**config.mk**
```make
export PLATFORM = sky130hd
export DESIGN_NAME = ddr_wr_burst_ctrl_flat
export DESIGN_NICKNAME = d
export VERILOG_FILES = /design/src/rtl/ddr_fb_pkg.sv /design/src/rtl/ddr_wr_burst_ctrl_if.sv /design/src/rtl/ddr_wr_burst_ctrl.sv /design/src/flat_wrapper.sv
export SDC_FILE = /design/constraint.sdc
export NUM_CORES = 1
export LEC_CHECK = 0
export CAP_MARGIN = 20
export CORE_ASPECT_RATIO = 0.75
export CORE_MARGIN = 4
export CORE_UTILIZATION = 42
export DETAILED_ROUTE_END_ITERATION = 10
export PLACE_DENSITY = 0.88
export REMOVE_ABC_BUFFERS = 1
export SLEW_MARGIN = 20
export SYNTH_ARGS = -nofsm -noshare
export SYNTH_HDL_FRONTEND = slang
export SYNTH_SLANG_ARGS = --single-unit
```
**constraint.sdc**
```tcl
create_clock -name clk -period 5.4 [get_ports clk]
set_clock_uncertainty 0.2 [all_clocks]
set_input_delay 1.08 -clock clk [delete_from_list [all_inputs] [get_ports clk]]
set_output_delay 1.08 -clock clk [all_outputs]
set_load 0.05 [all_outputs]
```
**src/rtl/ddr_fb_pkg.sv**
```systemverilog
// Shared types and helpers for the camera frame-buffer DDR write path.
package ddr_fb_pkg;

  typedef enum logic [2:0] {
    ST_HALT,
    ST_IDLE,
    ST_AW,
    ST_W,
    ST_B
  } state_e;

  localparam int unsigned BYTES_PER_BEAT  = 16;
  localparam logic [1:0]  AXI_RESP_OKAY   = 2'b00;
  localparam logic [27:0] BANK0_BASE_DFLT = 28'h0000000;
  localparam logic [27:0] BANK1_BASE_DFLT = 28'h0200000;

  // awlen of the next burst, clipped so a burst never runs past the frame end
  function automatic logic [7:0] calc_awlen(int unsigned remaining, int unsigned burst_len);
    int unsigned beats;
    beats = (remaining < burst_len) ? remaining : burst_len;
    return 8'(beats - 32'd1);
  endfunction

  function automatic int unsigned burst_bytes(logic [7:0] awlen);
    return (32'(awlen) + 32'd1) * BYTES_PER_BEAT;
  endfunction

endpackage

```
**src/rtl/ddr_wr_burst_ctrl_if.sv**
```systemverilog
// Prefetch-FIFO read side plus AXI write channels of the frame-buffer writer.
interface ddr_wr_burst_ctrl_if #(
  parameter int unsigned ADDR_WIDTH = 28,
  parameter int unsigned DATA_WIDTH = 128
);

  logic                    fifo_rd_vld;
  logic [DATA_WIDTH-1:0]   fifo_rd_data;
  logic                    fifo_rd_en;
  logic [ADDR_WIDTH-1:0]   awaddr;
  logic [7:0]              awlen;
  logic                    awvalid;
  logic                    awready;
  logic [DATA_WIDTH-1:0]   wdata;
  logic [DATA_WIDTH/8-1:0] wstrb;
  logic                    wlast;
  logic                    wvalid;
  logic                    wready;
  logic                    bvalid;
  logic                    bready;
  logic [1:0]              bresp;

  modport master (
    input  fifo_rd_vld, fifo_rd_data, awready, wready, bvalid, bresp,
    output fifo_rd_en, awaddr, awlen, awvalid, wdata, wstrb, wlast, wvalid, bready
  );

  modport slave (
    output fifo_rd_vld, fifo_rd_data, awready, wready, bvalid, bresp,
    input  fifo_rd_en, awaddr, awlen, awvalid, wdata, wstrb, wlast, wvalid, bready
  );

endinterface

```
**src/rtl/ddr_wr_burst_ctrl.sv**
```systemverilog
// Drains the camera prefetch FIFO into ping-pong DDR frame buffers as AXI INCR write bursts,
// one outstanding burst at a time.
module ddr_wr_burst_ctrl
  import ddr_fb_pkg::*;
#(
  parameter int unsigned           ADDR_WIDTH  = 28,
  parameter int unsigned           DATA_WIDTH  = 128,
  parameter int unsigned           BURST_LEN   = 16,
  parameter int unsigned           FRAME_WORDS = 115200,
  parameter logic [ADDR_WIDTH-1:0] BANK0_BASE  = ADDR_WIDTH'(BANK0_BASE_DFLT),
  parameter logic [ADDR_WIDTH-1:0] BANK1_BASE  = ADDR_WIDTH'(BANK1_BASE_DFLT)
) (
  input  logic                clk,
  input  logic                rst_n,
  input  logic                frame_start,
  ddr_wr_burst_ctrl_if.master bus,
  output logic                wr_bank,
  output logic                frame_done,
  output logic                frame_err,
  output logic                resp_err
);

  localparam int unsigned CNT_WIDTH = $clog2(FRAME_WORDS + 1);

  // Bursts may never straddle a 4KB page
  if (BURST_LEN < 1 || BURST_LEN > 256 || DATA_WIDTH / 8 != BYTES_PER_BEAT ||
      (4096 % (BURST_LEN * BYTES_PER_BEAT)) != 0 ||
      BANK0_BASE[11:0] != 12'd0 || BANK1_BASE[11:0] != 12'd0) begin : g_cfg_err
    $error("ddr_wr_burst_ctrl: burst/base configuration can cross a 4KB boundary");
  end

  state_e                state, state_d;
  logic [ADDR_WIDTH-1:0] addr, addr_d;
  logic [7:0]            awlen_q, awlen_d;
  logic                  awvalid_q, awvalid_d;
  logic                  bready_q, bready_d;
  logic [7:0]            beat_idx, beat_idx_d;
  logic [CNT_WIDTH-1:0]  beat_cnt, beat_cnt_d;
  logic                  wr_bank_d, frame_done_d, frame_err_d, resp_err_d;
  logic                  start_pend, start_pend_d;
  logic                  w_hs_c, frame_full_c;

  function automatic logic [ADDR_WIDTH-1:0] bank_base(logic bank);
    return bank ? BANK1_BASE : BANK0_BASE;
  endfunction

  // W channel is a straight pass-through of the FIFO head
  assign bus.wvalid     = (state == ST_W) && bus.fifo_rd_vld;
  assign w_hs_c         = bus.wvalid && bus.wready;
  assign bus.fifo_rd_en = w_hs_c;
  assign bus.wdata      = bus.fifo_rd_data;
  assign bus.wstrb      = {(DATA_WIDTH/8){1'b1}};
  assign bus.wlast      = (state == ST_W) && (beat_idx == awlen_q);
  assign bus.awaddr     = addr;
  assign bus.awlen      = awlen_q;
  assign bus.awvalid    = awvalid_q;
  assign bus.bready     = bready_q;
  assign frame_full_c   = (beat_cnt == CNT_WIDTH'(FRAME_WORDS));

  always_comb begin
    state_d      = state;
    addr_d       = addr;
    awlen_d      = awlen_q;
    awvalid_d    = awvalid_q;
    bready_d     = bready_q;
    beat_idx_d   = beat_idx;
    beat_cnt_d   = beat_cnt;
    wr_bank_d    = wr_bank;
    frame_done_d = 1'b0;
    frame_err_d  = 1'b0;
    resp_err_d   = resp_err;
    start_pend_d = start_pend | frame_start;
    case (state)
      ST_HALT: begin
        start_pend_d = 1'b0;
        if (frame_start || start_pend) begin
          if (frame_full_c) begin
            wr_bank_d = ~wr_bank;
          end
          beat_cnt_d = '0;
          addr_d     = bank_base(wr_bank_d);
          state_d    = ST_IDLE;
        end
      end
      ST_IDLE: begin
        // A frame_start seen mid-frame restarts the same bank from its base
        if (start_pend) begin
          frame_err_d  = 1'b1;
          start_pend_d = frame_start;
          beat_cnt_d   = '0;
          addr_d       = bank_base(wr_bank);
          awlen_d      = calc_awlen(FRAME_WORDS, BURST_LEN);
          awvalid_d    = 1'b1;
          beat_idx_d   = '0;
          state_d      = ST_AW;
        end else if (frame_full_c) begin
          frame_done_d = 1'b1;
          state_d      = ST_HALT;
        end else begin
          awlen_d    = calc_awlen(FRAME_WORDS - 32'(beat_cnt), BURST_LEN);
          awvalid_d  = 1'b1;
          beat_idx_d = '0;
          state_d    = ST_AW;
        end
      end
      ST_AW: begin
        if (bus.awready) begin
          awvalid_d = 1'b0;
          state_d   = ST_W;
        end
      end
      ST_W: begin
        if (w_hs_c) begin
          if (beat_idx == awlen_q) begin
            addr_d     = addr + ADDR_WIDTH'(burst_bytes(awlen_q));
            beat_cnt_d = beat_cnt + CNT_WIDTH'(32'(awlen_q) + 32'd1);
            bready_d   = 1'b1;
            state_d    = ST_B;
          end else begin
            beat_idx_d = beat_idx + 8'd1;
          end
        end
      end
      ST_B: begin
        if (bus.bvalid) begin
          bready_d = 1'b0;
          if (bus.bresp != AXI_RESP_OKAY) begin
            resp_err_d = 1'b1;
          end
          state_d = ST_IDLE;
        end
      end
      default: state_d = ST_HALT;
    endcase
  end

  always_ff @(posedge clk) begin
    if (!rst_n) begin
      state      <= ST_HALT;
      addr       <= '0;
      awlen_q    <= '0;
      awvalid_q  <= 1'b0;
      bready_q   <= 1'b0;
      beat_idx   <= '0;
      beat_cnt   <= '0;
      wr_bank    <= 1'b0;
      frame_done <= 1'b0;
      frame_err  <= 1'b0;
      resp_err   <= 1'b0;
      start_pend <= 1'b0;
    end else begin
      state      <= state_d;
      addr       <= addr_d;
      awlen_q    <= awlen_d;
      awvalid_q  <= awvalid_d;
      bready_q   <= bready_d;
      beat_idx   <= beat_idx_d;
      beat_cnt   <= beat_cnt_d;
      wr_bank    <= wr_bank_d;
      frame_done <= frame_done_d;
      frame_err  <= frame_err_d;
      resp_err   <= resp_err_d;
      start_pend <= start_pend_d;
    end
  end

endmodule

```
**src/flat_wrapper.sv**
```systemverilog
// flat-port wrapper written by rule: the top's interface ports become plain ports
module ddr_wr_burst_ctrl_flat import ddr_fb_pkg::*;
#(
  parameter int unsigned           ADDR_WIDTH  = 28,
  parameter int unsigned           DATA_WIDTH  = 128,
  parameter int unsigned           BURST_LEN   = 16,
  parameter int unsigned           FRAME_WORDS = 115200,
  parameter logic [ADDR_WIDTH-1:0] BANK0_BASE  = ADDR_WIDTH'(BANK0_BASE_DFLT),
  parameter logic [ADDR_WIDTH-1:0] BANK1_BASE  = ADDR_WIDTH'(BANK1_BASE_DFLT)
)
  (clk, rst_n, frame_start, wr_bank, frame_done, frame_err, resp_err, bus_fifo_rd_vld, bus_fifo_rd_data, bus_awready, bus_wready, bus_bvalid, bus_bresp, bus_fifo_rd_en, bus_awaddr, bus_awlen, bus_awvalid, bus_wdata, bus_wstrb, bus_wlast, bus_wvalid, bus_bready);
  ddr_wr_burst_ctrl_if #(.ADDR_WIDTH(ADDR_WIDTH), .DATA_WIDTH(DATA_WIDTH)) bus_i ();
  input  logic clk;
  input  logic rst_n;
  input  logic frame_start;
  output logic wr_bank;
  output logic frame_done;
  output logic frame_err;
  output logic resp_err;
  input wire logic [$bits(bus_i.fifo_rd_vld)-1:0] bus_fifo_rd_vld;
  input wire logic [$bits(bus_i.fifo_rd_data)-1:0] bus_fifo_rd_data;
  input wire logic [$bits(bus_i.awready)-1:0] bus_awready;
  input wire logic [$bits(bus_i.wready)-1:0] bus_wready;
  input wire logic [$bits(bus_i.bvalid)-1:0] bus_bvalid;
  input wire logic [$bits(bus_i.bresp)-1:0] bus_bresp;
  output wire logic [$bits(bus_i.fifo_rd_en)-1:0] bus_fifo_rd_en;
  output wire logic [$bits(bus_i.awaddr)-1:0] bus_awaddr;
  output wire logic [$bits(bus_i.awlen)-1:0] bus_awlen;
  output wire logic [$bits(bus_i.awvalid)-1:0] bus_awvalid;
  output wire logic [$bits(bus_i.wdata)-1:0] bus_wdata;
  output wire logic [$bits(bus_i.wstrb)-1:0] bus_wstrb;
  output wire logic [$bits(bus_i.wlast)-1:0] bus_wlast;
  output wire logic [$bits(bus_i.wvalid)-1:0] bus_wvalid;
  output wire logic [$bits(bus_i.bready)-1:0] bus_bready;
  assign bus_i.fifo_rd_vld = bus_fifo_rd_vld;
  assign bus_i.fifo_rd_data = bus_fifo_rd_data;
  assign bus_i.awready = bus_awready;
  assign bus_i.wready = bus_wready;
  assign bus_i.bvalid = bus_bvalid;
  assign bus_i.bresp = bus_bresp;
  assign bus_fifo_rd_en = bus_i.fifo_rd_en;
  assign bus_awaddr = bus_i.awaddr;
  assign bus_awlen = bus_i.awlen;
  assign bus_awvalid = bus_i.awvalid;
  assign bus_wdata = bus_i.wdata;
  assign bus_wstrb = bus_i.wstrb;
  assign bus_wlast = bus_i.wlast;
  assign bus_wvalid = bus_i.wvalid;
  assign bus_bready = bus_i.bready;
  ddr_wr_burst_ctrl #(.ADDR_WIDTH(ADDR_WIDTH), .DATA_WIDTH(DATA_WIDTH), .BURST_LEN(BURST_LEN), .FRAME_WORDS(FRAME_WORDS), .BANK0_BASE(BANK0_BASE), .BANK1_BASE(BANK1_BASE)) u_core (.clk(clk), .rst_n(rst_n), .frame_start(frame_start), .bus(bus_i), .wr_bank(wr_bank), .frame_done(frame_done), .frame_err(frame_err), .resp_err(resp_err));
endmodule
```
==> reports/results.tsv, run 1 <==
stage	metric	value	unit
status	status	complete, no violations	
grt	first-pass GRT wire length	37.3	mm
grt	initial antenna violation count	0	
power	PD cells	273	nW/um^2
clock_network	CTS Hold Bufs	0	
clock_network	CTS buffer count	9	
place	Port Buffers	49	
critical_path	crit-path max FO	5	
routing	vias per cell	6.05	
clock_network	clock latency on the worst-skew pair	350	ps
critical_path	Worst Path Class, Setup	input port to primary output	
routing	Final ANT Viol Nets	0	
synth	Synth Flop Type	dfxtp_1	
sta	Final Hold Fails	0	
place	HPWL Detailed	25.4	mm
power	Lkg Pwr	0.00215	uW
cells_and_area	share of cells above drive strength 1	0.0648	
synth	Post-synth EDFFs	0	
die	Rows	35	
job	Max Cap Viol	0	
cells_and_area	most common cell after layout, fill and taps aside	dfxtp_1	
clock_network	CTS tree	built	
die	initial core utilization	0.439	
routing	Avg WL per Cell	37.6	microns
cells_and_area	fin cells	768	
hold_path	Hold Path Depth	1	
grt	grt met2 use	0.548	
synth	Seq/Total Area, Yosys	0.244	
grt	met1 Track Usage GR	0.257	
routing	1st-iter DRT viols	495	
die	io pins	326	
critical_path	Setup crit start kind	input port	
clock_network	Resize count post-CTS	0	
synth	post-synthesis cell area	5500	sq um
sta	relative slew slack	0.392	
place	placed cells	752	
synth	mean post-synth cell area	7.99	sq um
grt	GRT Total Usage	0.371	
hold_path	Hold WC Path Type	register to register	
power	VDD IR max	0.219	mV
grt	vias in the first global route	4073	
die	area of the core	12500	sq um
sta	max-slew violations	0	
synth	YS warnings	0	
grt	largest net degree at the start of global routing	44	
routing	drt pass-1 iters	5	
routing	detailed-route DRC error count	0	
critical_path	Arrival @ worst endpoint	2630	ps
grt	Congestion Overflow GR	0	
grt	Top Usage Layer GRT	met2	
sta	unrepaired setup endpoints after global routing	no	
clock_network	CTS Buffer Depth	2	
die	height of the die	107	microns
critical_path	Required @ worst endpoint	4120	ps
cells_and_area	Antenna diodes	0	
routing	final wirelength	28.9	mm
sta	Least-Margin Pin Slew	909	ps
critical_path	Critical Path End Type	primary output	
clock_network	CTS H-Tree Depth	3	
die	Die X-Extent	140	microns
die	die area	15000	sq um
synth	Cells after Synth	688	
sta	fin crit share	0.724	
sta	fmax	256	MHz
clock_network	Worst-path clk slew	50	ps
sta	fin crit period	3910	ps
grt	routing usage on met3	0.471	
sta	Fin Setup TNS	0	ps
clock_network	Root Buffer	clkbuf_16	
cells_and_area	Synth-to-Final Area Change	-0.910	%
clock_network	clock sink count	67	
synth	Post-synth ARST share	0	
cells_and_area	commonest cells after routing, fill and taps aside	67 x dfxtp_1, 54 x nand2_1, 51 x nor2_1, 49 x clkdlybuf4s50_1, 37 x nand3_1	
hold_path	Hold Startpoint	u_core.resp_err$_SDFFE_PN0P_	
critical_path	worst reg2reg path startpoint	u_core.bus.awlen[0]$_SDFFE_PN0P_	
synth	Yosys reg bits	67	
routing	routed via count	4643	
sta	Final setup viols	0	
critical_path	Critical Path Source	bus_fifo_rd_vld	
critical_path	Worst R2R Path Depth	10	
place	RD Place Congestion	1.11	
cells_and_area	# nets final	758	
synth	Yosys cell types	71	
clock_network	post-CTS setup buffer count	0	
==> report_power, final <==
group	leakage, uW	internal [uW]	switching [uW]
Combinational	0.00143	63.1	154
Sequential	0.000541	504	20.5
Clock	0.000179	511	237
Total	0.00215	1080	411
==> flip-flops by register name (all words and copies together) (netlist names) <==
signal,cells
u_core.frame_done,1
u_core.bus.awvalid,1
u_core.bus.awlen,8
u_core.beat_idx,8
u_core.bus.awaddr,24
u_core.beat_cnt,17
u_core.frame_err,1
u_core.bus.bready,1
u_core.start_pend,1
u_core.state,3
u_core.wr_bank,1
u_core.resp_err,1
==> metal layers <==
| layer | up-vias | wire length (microns) |
|---|---|---|
| met4 | 12 | 1720 |
| met1 | 2076 | 6820 |
| met5 | - | 357 |
| li1 | 2036 | - |
| met3 | 76 | 7780 |
| met2 | 443 | 12200 |
==> layout make-up <==
class | count | area (sq um)
tap | 166 | 208
timing repair buffer | 51 | 505
sequential | 67 | 1340
multi-input combinational | 444 | 2930
fill | 1215 | 7070
clock buffer | 10 | 239
clock inverter | 6 | 136
inverter | 24 | 90.1
==> Yosys cell counts, types with 4 or more instances <==
cell type / instances / area share
o21a_1: 6 / 0.0082
a21oi_1: 21 / 0.019
and2_1: 13 / 0.015
nor2b_1: 8 / 0.0091
nor3_1: 10 / 0.0091
o21ai_0: 22 / 0.020
o211a_1: 5 / 0.0091
o22ai_1: 4 / 0.0045
dfxtp_1: 67 / 0.24
inv_1: 24 / 0.016
nand2b_1: 5 / 0.0057
o31ai_1: 4 / 0.0055
nand2_1: 54 / 0.037
nand3_1: 37 / 0.034
nand4_1: 9 / 0.010
nor2_1: 51 / 0.035
xor2_1: 32 / 0.051
buf_4: 149 / 0.20
a21boi_0: 12 / 0.016
xnor2_1: 21 / 0.033
a31oi_1: 5 / 0.0057
ha_1: 22 / 0.050
o2111ai_1: 4 / 0.0064
and3_1: 8 / 0.0091
clkbuf_1: 16 / 0.011
a211oi_1: 10 / 0.014
==> worst paths after layout <==
check                                                           to  slack, ps
worst max-delay path                                bus_fifo_rd_en       1490
worst max register to register  u_core.bus.awaddr[24]$_SDFFE_PN0P_       1880
worst min register to register        u_core.resp_err$_SDFFE_PN0P_        260
worst min-delay path                  u_core.resp_err$_SDFFE_PN0P_        260
==> kinds of logic (layout without fill, tap and decap cells) <==
kind of cell,after synthesis,in the layout,share of synthesized area
multiplexers,2,2,0.00364
adder cells (fa/ha/maj),24,24,0.0573
AND/OR/NAND/NOR,223,223,0.215
XOR/XNOR,53,53,0.0844
AO/OA/AOI/OAI,122,122,0.159
flip-flops,67,67,0.244
other,2,20,0.00137
buffers and inverters,195,91,0.236
==> per-stage QoR <==
stage	instance area [sq um]	hold WS [ps]	total power, uW	setup slack (ps)	utilization
final	5450	262	1490	1490	0.435
after global routing	5450	307	1530	1470	0.435
after CTS	5450	267	1490	1490	0.435
after detailed placement	5070	256	747	1500	0.405
after global placement	5070	249	743	1490	0.405
after floorplan	4360	290	687	1920	-
==> worst max-delay path, stage by stage <==
cell and delay, ps:
clkdlybuf4s50_1 470, and4_4 260, clkdlybuf4s50_1 820
No activity file was read; power rests on OpenSTA's default activity.
==> inputs of run 2 (changes only) <==
Settings changed: CORE_UTILIZATION 42 to 39, PLACE_DENSITY 0.88 to 0.83.
Clock period 5.4 ns to 3.8 ns, I/O delays scaled along.
==> run 2 against run 1 <==
Hold slack improved by 2.2 ps; final cell count up 1.8%; largest cell class unchanged; cell area shrank 1.0%; largest power group unchanged.
==> reports/results.tsv, run 2 (synthesis results as in run 1) <==
stage	metric	value	unit	change
die	area of the core	13700	sq um	+9.8%
grt	vias in the first global route	4239		+4.1%
routing	vias per cell	5.90		-2.4%
power	Sw Share	0.309		+0.0335
sta	fmax	295	MHz	
power	Pwr Total	1830	uW	+23%
cells_and_area	share of cells above drive strength 1	0.0708		+0.00606
clock_network	CTS Buffer Depth	2		unchanged
critical_path	Reg-to-Reg End	u_core.bus.awaddr[27]$_SDFFE_PN0P_		
sta	relative slew slack	0.448		+0.0559
clock_network	Resize count post-CTS	0		unchanged
clock_network	CTS Hold Bufs	0		unchanged
die	Die X-Extent	145	microns	+3.6%
clock_network	clock sink count	67		unchanged
critical_path	Critical Path Source	u_core.bus.awlen[3]$_SDFFE_PN0P_		
clock_network	clock latency on the worst-skew pair	340	ps	about the same
critical_path	critical path's top delay family	buffers and inverters		
critical_path	Worst Path Buf+Inv	1		-1
critical_path	Arrival @ worst endpoint	2430	ps	-200 ps
clock_network	CTS H-Tree Depth	3		unchanged
sta	unrepaired setup endpoints after global routing	no		
job	Max Cap Viol	0		unchanged
routing	detailed-route DRC error count	0		unchanged
cells_and_area	commonest cells after routing, fill and taps aside	67 x dfxtp_1, 54 x nand2_1, 51 x nor2_1, 49 x clkdlybuf4s50_1, 37 x nand3_1		
routing	routed via count	4616		-0.58%
clock_network	CTS tree	built		
clock_network	CTS buffer count	9		unchanged
critical_path	worst reg2reg path startpoint	u_core.bus.awlen[0]$_SDFFE_PN0P_		
cells_and_area	Synth-to-Final Area Change	-1.91	%	
critical_path	Required @ worst endpoint	2840	ps	-1280 ps
power	sequential share of power	0.407		+0.055
hold_path	Hold WC Path Type	register to register		
critical_path	Slowest cell on crit path	clkdlybuf4s50_1		
critical_path	worst-path cell chain	xor2_1, nor4_4, nand2_1, nor2_1, clkdlybuf4s50_1		
die	initial core utilization	0.400		-0.0391
grt	largest net degree at the start of global routing	25		-43%
power	VDD IR max	0.264	mV	+21%
sta	Final setup viols	0		unchanged
clock_network	Worst-path clk slew	60	ps	about the same
die	Rows	37		+5.7%
critical_path	Setup crit end	bus_wlast		
routing	1st-iter DRT viols	415		-16%
clock_network	Root Buffer	clkbuf_16		
power	Lkg Pwr	0.00213	uW	-0.72%
die	height of the die	111	microns	+3.5%
clock_network	post-CTS setup buffer count	0		unchanged
cells_and_area	most common cell after layout, fill and taps aside	dfxtp_1		
sta	max-slew violations	0		unchanged
sta	Final Hold Fails	0		unchanged
cells_and_area	Antenna diodes	0		unchanged
routing	Final ANT Viol Nets	0		unchanged
die	die area	16100	sq um	+7.2%
critical_path	r2r setup slk	420	ps	-1460 ps
sta	Fin Setup TNS	0	ps	unchanged
cells_and_area	Design Area, Final	5400	sq um	-1.0%
routing	Avg WL per Cell	38.2	microns	+1.5%
place	Post-DP Area	5120	sq um	+0.96%
power	Clk pwr share	0.422		-0.080
sta	fin crit share	0.893		
place	RD Place Congestion	1.05		-5.5%
routing	drt pass-1 iters	5		unchanged
critical_path	Critical Path End Type	primary output		
sta	fin crit period	3390	ps	
cells_and_area	max reg flops	24		unchanged
power	PD cells	339	nW/um^2	+24%
critical_path	Worst Path Class, Setup	register to primary output		
power	Cell Int Power	1260	uW	+17%
status	status	complete, no violations		
critical_path	max incr delay on CP	830	ps	about the same
grt	Congestion Overflow GR	0		unchanged
critical_path	Setup crit start kind	register		
place	Port Buffers	49		unchanged
sta	Final WS setup	408	ps	-1090 ps
critical_path	WP depth	5		+2
sta	Least-Margin Pin Slew	821	ps	-87.6 ps
place	HPWL Detailed	26.3	mm	+3.5%
cells_and_area	# nets final	763		+0.66%
grt	first-pass GRT wire length	39.5	mm	+5.9%
critical_path	Worst R2R Path Depth	11		+1
critical_path	crit-path max FO	6		+1
grt	GRT Total Usage	0.362		-0.00888
routing	final wirelength	29.9	mm	+3.4%
power	NetSw	566	uW	+38%
power	combinational power share	0.171		+0.026
die	io pins	326		unchanged
place	pre-CTS setup slack	448	ps	-1050 ps
grt	initial antenna violation count	0		unchanged
-- run 2: changes by cell type in the layout (fill, tap and decap cells not counted) --
cell        before  now
buf_4            2    7
bufinv_16        4    0
clkinv_2         0    4
clkbuf_1         0    1
clkinvlp_4       1    0
-- run 2: routing by layer --
metal | part of all wire | vias up | global-route usage | routed length (microns)
li1 | - | 2041 | - | -
met4 | 0.066 | 14 | 0.208 | 1980
met2 | 0.39 | 406 | 0.498 | 11700
met1 | 0.28 | 2076 | 0.289 | 8240
met3 | 0.25 | 79 | 0.425 | 7510
met5 | 0.013 | - | 0.197 | 388
-- run 2: metrics by stage --
step	utilization	hold WS (ps)	std cells
final	0.392	264	782
after global routing	0.392	306	782
after CTS	0.392	267	782
after detailed placement	0.373	259	766
after global placement	0.373	254	766
after floorplan	-	290	535
-- run 2: power groups by stage --
stage | combinational (uW) | clock, uW | sequential (uW)
3_3_place_gp | 306 | 0 | 758
4_1_cts | 311 | 782 | 744
3_5_place_dp | 310 | 0 | 759
6_report | 313 | 773 | 745
2_1_floorplan | 194 | 0 | 782
5_1_grt | 340 | 810 | 747
-- run 2: final cells by class --
class	count	area (sq um)
repair buffers	56	543
multi-input cells	444	2930
clock buffers	11	243
fillers	1334	8350
well taps	175	219
flip-flops and latches	67	1340
clock inverters	5	28.8
inverters	24	90.1
-- run 2: worst min-delay path by stage --
stage                                             from                      endpoint  slack, ps  cells past startpoint
after floorplan           u_core.state[0]$_SDFFE_PN0P_  u_core.state[0]$_SDFFE_PN0P_        290                      1
after global placement    u_core.resp_err$_SDFFE_PN0P_  u_core.resp_err$_SDFFE_PN0P_        250                      1
after detailed placement  u_core.resp_err$_SDFFE_PN0P_  u_core.resp_err$_SDFFE_PN0P_        260                      1
after CTS                 u_core.resp_err$_SDFFE_PN0P_  u_core.resp_err$_SDFFE_PN0P_        270                      1
after global routing      u_core.resp_err$_SDFFE_PN0P_  u_core.resp_err$_SDFFE_PN0P_        310                      1
final                     u_core.resp_err$_SDFFE_PN0P_  u_core.resp_err$_SDFFE_PN0P_        260                      1
==> inputs of run 3 (changes only) <==
Settings changed: CORE_UTILIZATION 39 to 42, PLACE_DENSITY 0.83 to 0.88.
Clock period 3.8 ns to 4 ns, I/O delays scaled along.
==> run 3 against run 2 <==
Die area down 6.7%; clock power grew 14%; count of clock-buffer cells in the layout is 1 higher; first-iteration DRC count rose by 28%; global-route usage grew 2.1 points; non-clock buffer count down 3.
==> reports/results.tsv, run 3 (synthesis results as in run 1) <==
stage	metric	value	unit	change
power	Pwr Total	1880	uW	+2.9%
place	HPWL Detailed	25.7	mm	-2.3%
sta	Least-Margin Pin Slew	911	ps	+89.8 ps
sta	Final setup viols	0		unchanged
grt	GRT Total Usage	0.383		+0.0207
die	area of the core	12500	sq um	-8.9%
clock_network	CTS H-Tree Depth	3		unchanged
status	status	complete, no violations		
routing	1st-iter DRT viols	531		+28%
grt	first-pass GRT wire length	38.4	mm	-3.0%
routing	detailed-route DRC error count	0		unchanged
place	pre-CTS setup slack	608	ps	+160 ps
critical_path	worst-path cell chain	ha_1, xor2_1, ha_1, nor2b_1, o21ai_0, a21boi_0, o31ai_1, a21oi_2, a31o_2, a21oi_1		
critical_path	Required @ worst endpoint	4040	ps	+1200 ps
sta	Final WS setup	441	ps	+33.8 ps
clock_network	clock latency on the worst-skew pair	340	ps	about the same
clock_network	Root Buffer	clkbuf_16		
sta	fin crit share	0.890		
routing	Final ANT Viol Nets	0		unchanged
clock_network	CTS buffer count	9		unchanged
power	Lkg Pwr	0.00214	uW	+0.23%
place	RD Place Congestion	1.11		+5.8%
routing	Avg WL per Cell	38.3	microns	+0.46%
critical_path	Worst Path Buf+Inv	0		-1
die	Rows	35		-5.4%
critical_path	critical path's top delay family	compound AO/OA/AOI/OAI gates		
cells_and_area	Design Area, Final	5420	sq um	+0.44%
cells_and_area	commonest cells after routing, fill and taps aside	67 x dfxtp_1, 54 x nand2_1, 51 x nor2_1, 49 x clkdlybuf4s50_1, 37 x nand3_1		
die	Die X-Extent	140	microns	-3.4%
clock_network	CTS Buffer Depth	2		unchanged
power	VDD IR max	0.190	mV	-28%
grt	Congestion Overflow GR	0		unchanged
power	PD cells	348	nW/um^2	+2.5%
routing	final wirelength	29.5	mm	-1.1%
critical_path	max incr delay on CP	690	ps	-140 ps
sta	max-slew violations	0		unchanged
critical_path	Arrival @ worst endpoint	3600	ps	+1170 ps
place	Post-DP Area	5090	sq um	-0.66%
die	initial core utilization	0.439		+0.0391
routing	vias per cell	6.10		+3.3%
clock_network	post-CTS setup buffer count	0		unchanged
sta	unrepaired setup endpoints after global routing	no		
grt	initial antenna violation count	0		unchanged
cells_and_area	most common cell after layout, fill and taps aside	dfxtp_1		
die	height of the die	107	microns	-3.4%
clock_network	CTS Hold Bufs	0		unchanged
place	Port Buffers	49		unchanged
grt	vias in the first global route	4077		-3.8%
cells_and_area	Synth-to-Final Area Change	-1.48	%	
critical_path	Setup crit start kind	register		
cells_and_area	max reg flops	24		unchanged
routing	routed via count	4694		+1.7%
die	die area	15000	sq um	-6.7%
critical_path	Critical Path End Type	register		
critical_path	crit-path max FO	9		+3
clock_network	CTS tree	built		
cells_and_area	Final Util	0.433		+0.0403
sta	Final Hold Fails	0		unchanged
critical_path	Slowest cell on crit path	o31ai_1		
sta	Fin Setup TNS	0	ps	unchanged
cells_and_area	share of cells above drive strength 1	0.0662		-0.00462
die	io pins	326		unchanged
sta	relative slew slack	0.388		-0.0604
clock_network	Worst-path clk slew	50	ps	about the same
job	Max Cap Viol	0		unchanged
cells_and_area	filler cell count	1233		-7.6%
grt	largest net degree at the start of global routing	43		+72%
cells_and_area	# nets final	760		-0.39%
sta	fmax	281	MHz	
critical_path	Most common cell on crit path	ha_1		
clock_network	clock sink count	67		unchanged
critical_path	Worst Path Class, Setup	register to register		
routing	drt pass-1 iters	6		+1
hold_path	Hold WC Path Type	register to register		
sta	fin crit period	3560	ps	
clock_network	Resize count post-CTS	0		unchanged
cells_and_area	Antenna diodes	0		unchanged
-- run 3: final timing paths --
path                                     from                                 end  slack (ps)  cells after the start
min reg2reg      u_core.resp_err$_SDFFE_PN0P_        u_core.resp_err$_SDFFE_PN0P_         280                      1
min              u_core.resp_err$_SDFFE_PN0P_        u_core.resp_err$_SDFFE_PN0P_         280                      1
max          u_core.bus.awlen[0]$_SDFFE_PN0P_  u_core.bus.awaddr[24]$_SDFFE_PN0P_         440                     10
max reg2reg  u_core.bus.awlen[0]$_SDFFE_PN0P_  u_core.bus.awaddr[24]$_SDFFE_PN0P_         440                     10
-- run 3: metal layers --
| metal | track usage | vias up | share of wire |
|---|---|---|---|
| met4 | 0.243 | 12 | 0.078 |
| met1 | 0.283 | 2078 | 0.24 |
| met2 | 0.538 | 472 | 0.41 |
| met5 | 0.218 | - | 0.013 |
| li1 | - | 2033 | - |
| met3 | 0.457 | 99 | 0.26 |
-- run 3: worst reg2reg max path: stages (launching register included) --
cell and delay (ps):
dfxtp_1 460, ha_1 230, xor2_1 260, ha_1 330, nor2b_1 160, o21ai_0 190, a21boi_0 210, o31ai_1 690
a21oi_2 270, a31o_2 310, a21oi_1 150
-- run 3: cell type report --
cell class / count / area (sq um) / area share
clock buffers: 12 / 256 / 0.0473
clock inverters: 4 / 72.6 / 0.0134
repair buffers: 53 / 520 / 0.0961
inverters: 24 / 90.1 / 0.0166
well taps: 166 / 208 / 0.0383
flip-flops and latches: 67 / 1340 / 0.248
multi-input cells: 444 / 2930 / 0.541
-- run 3: stage by stage --
stage	hold slack (ps)	cells
after global placement	256	754
after floorplan	290	535
after global routing	310	770
after detailed placement	258	754
after CTS	275	770
final	278	770
-- run 3: report_power, final --
part           switching (uW)  internal [uW]  leakage [uW]
clock network             304            579      0.000159
registers                25.9            681      0.000541
logic                     210           85.5       0.00144
total                     539           1350       0.00214
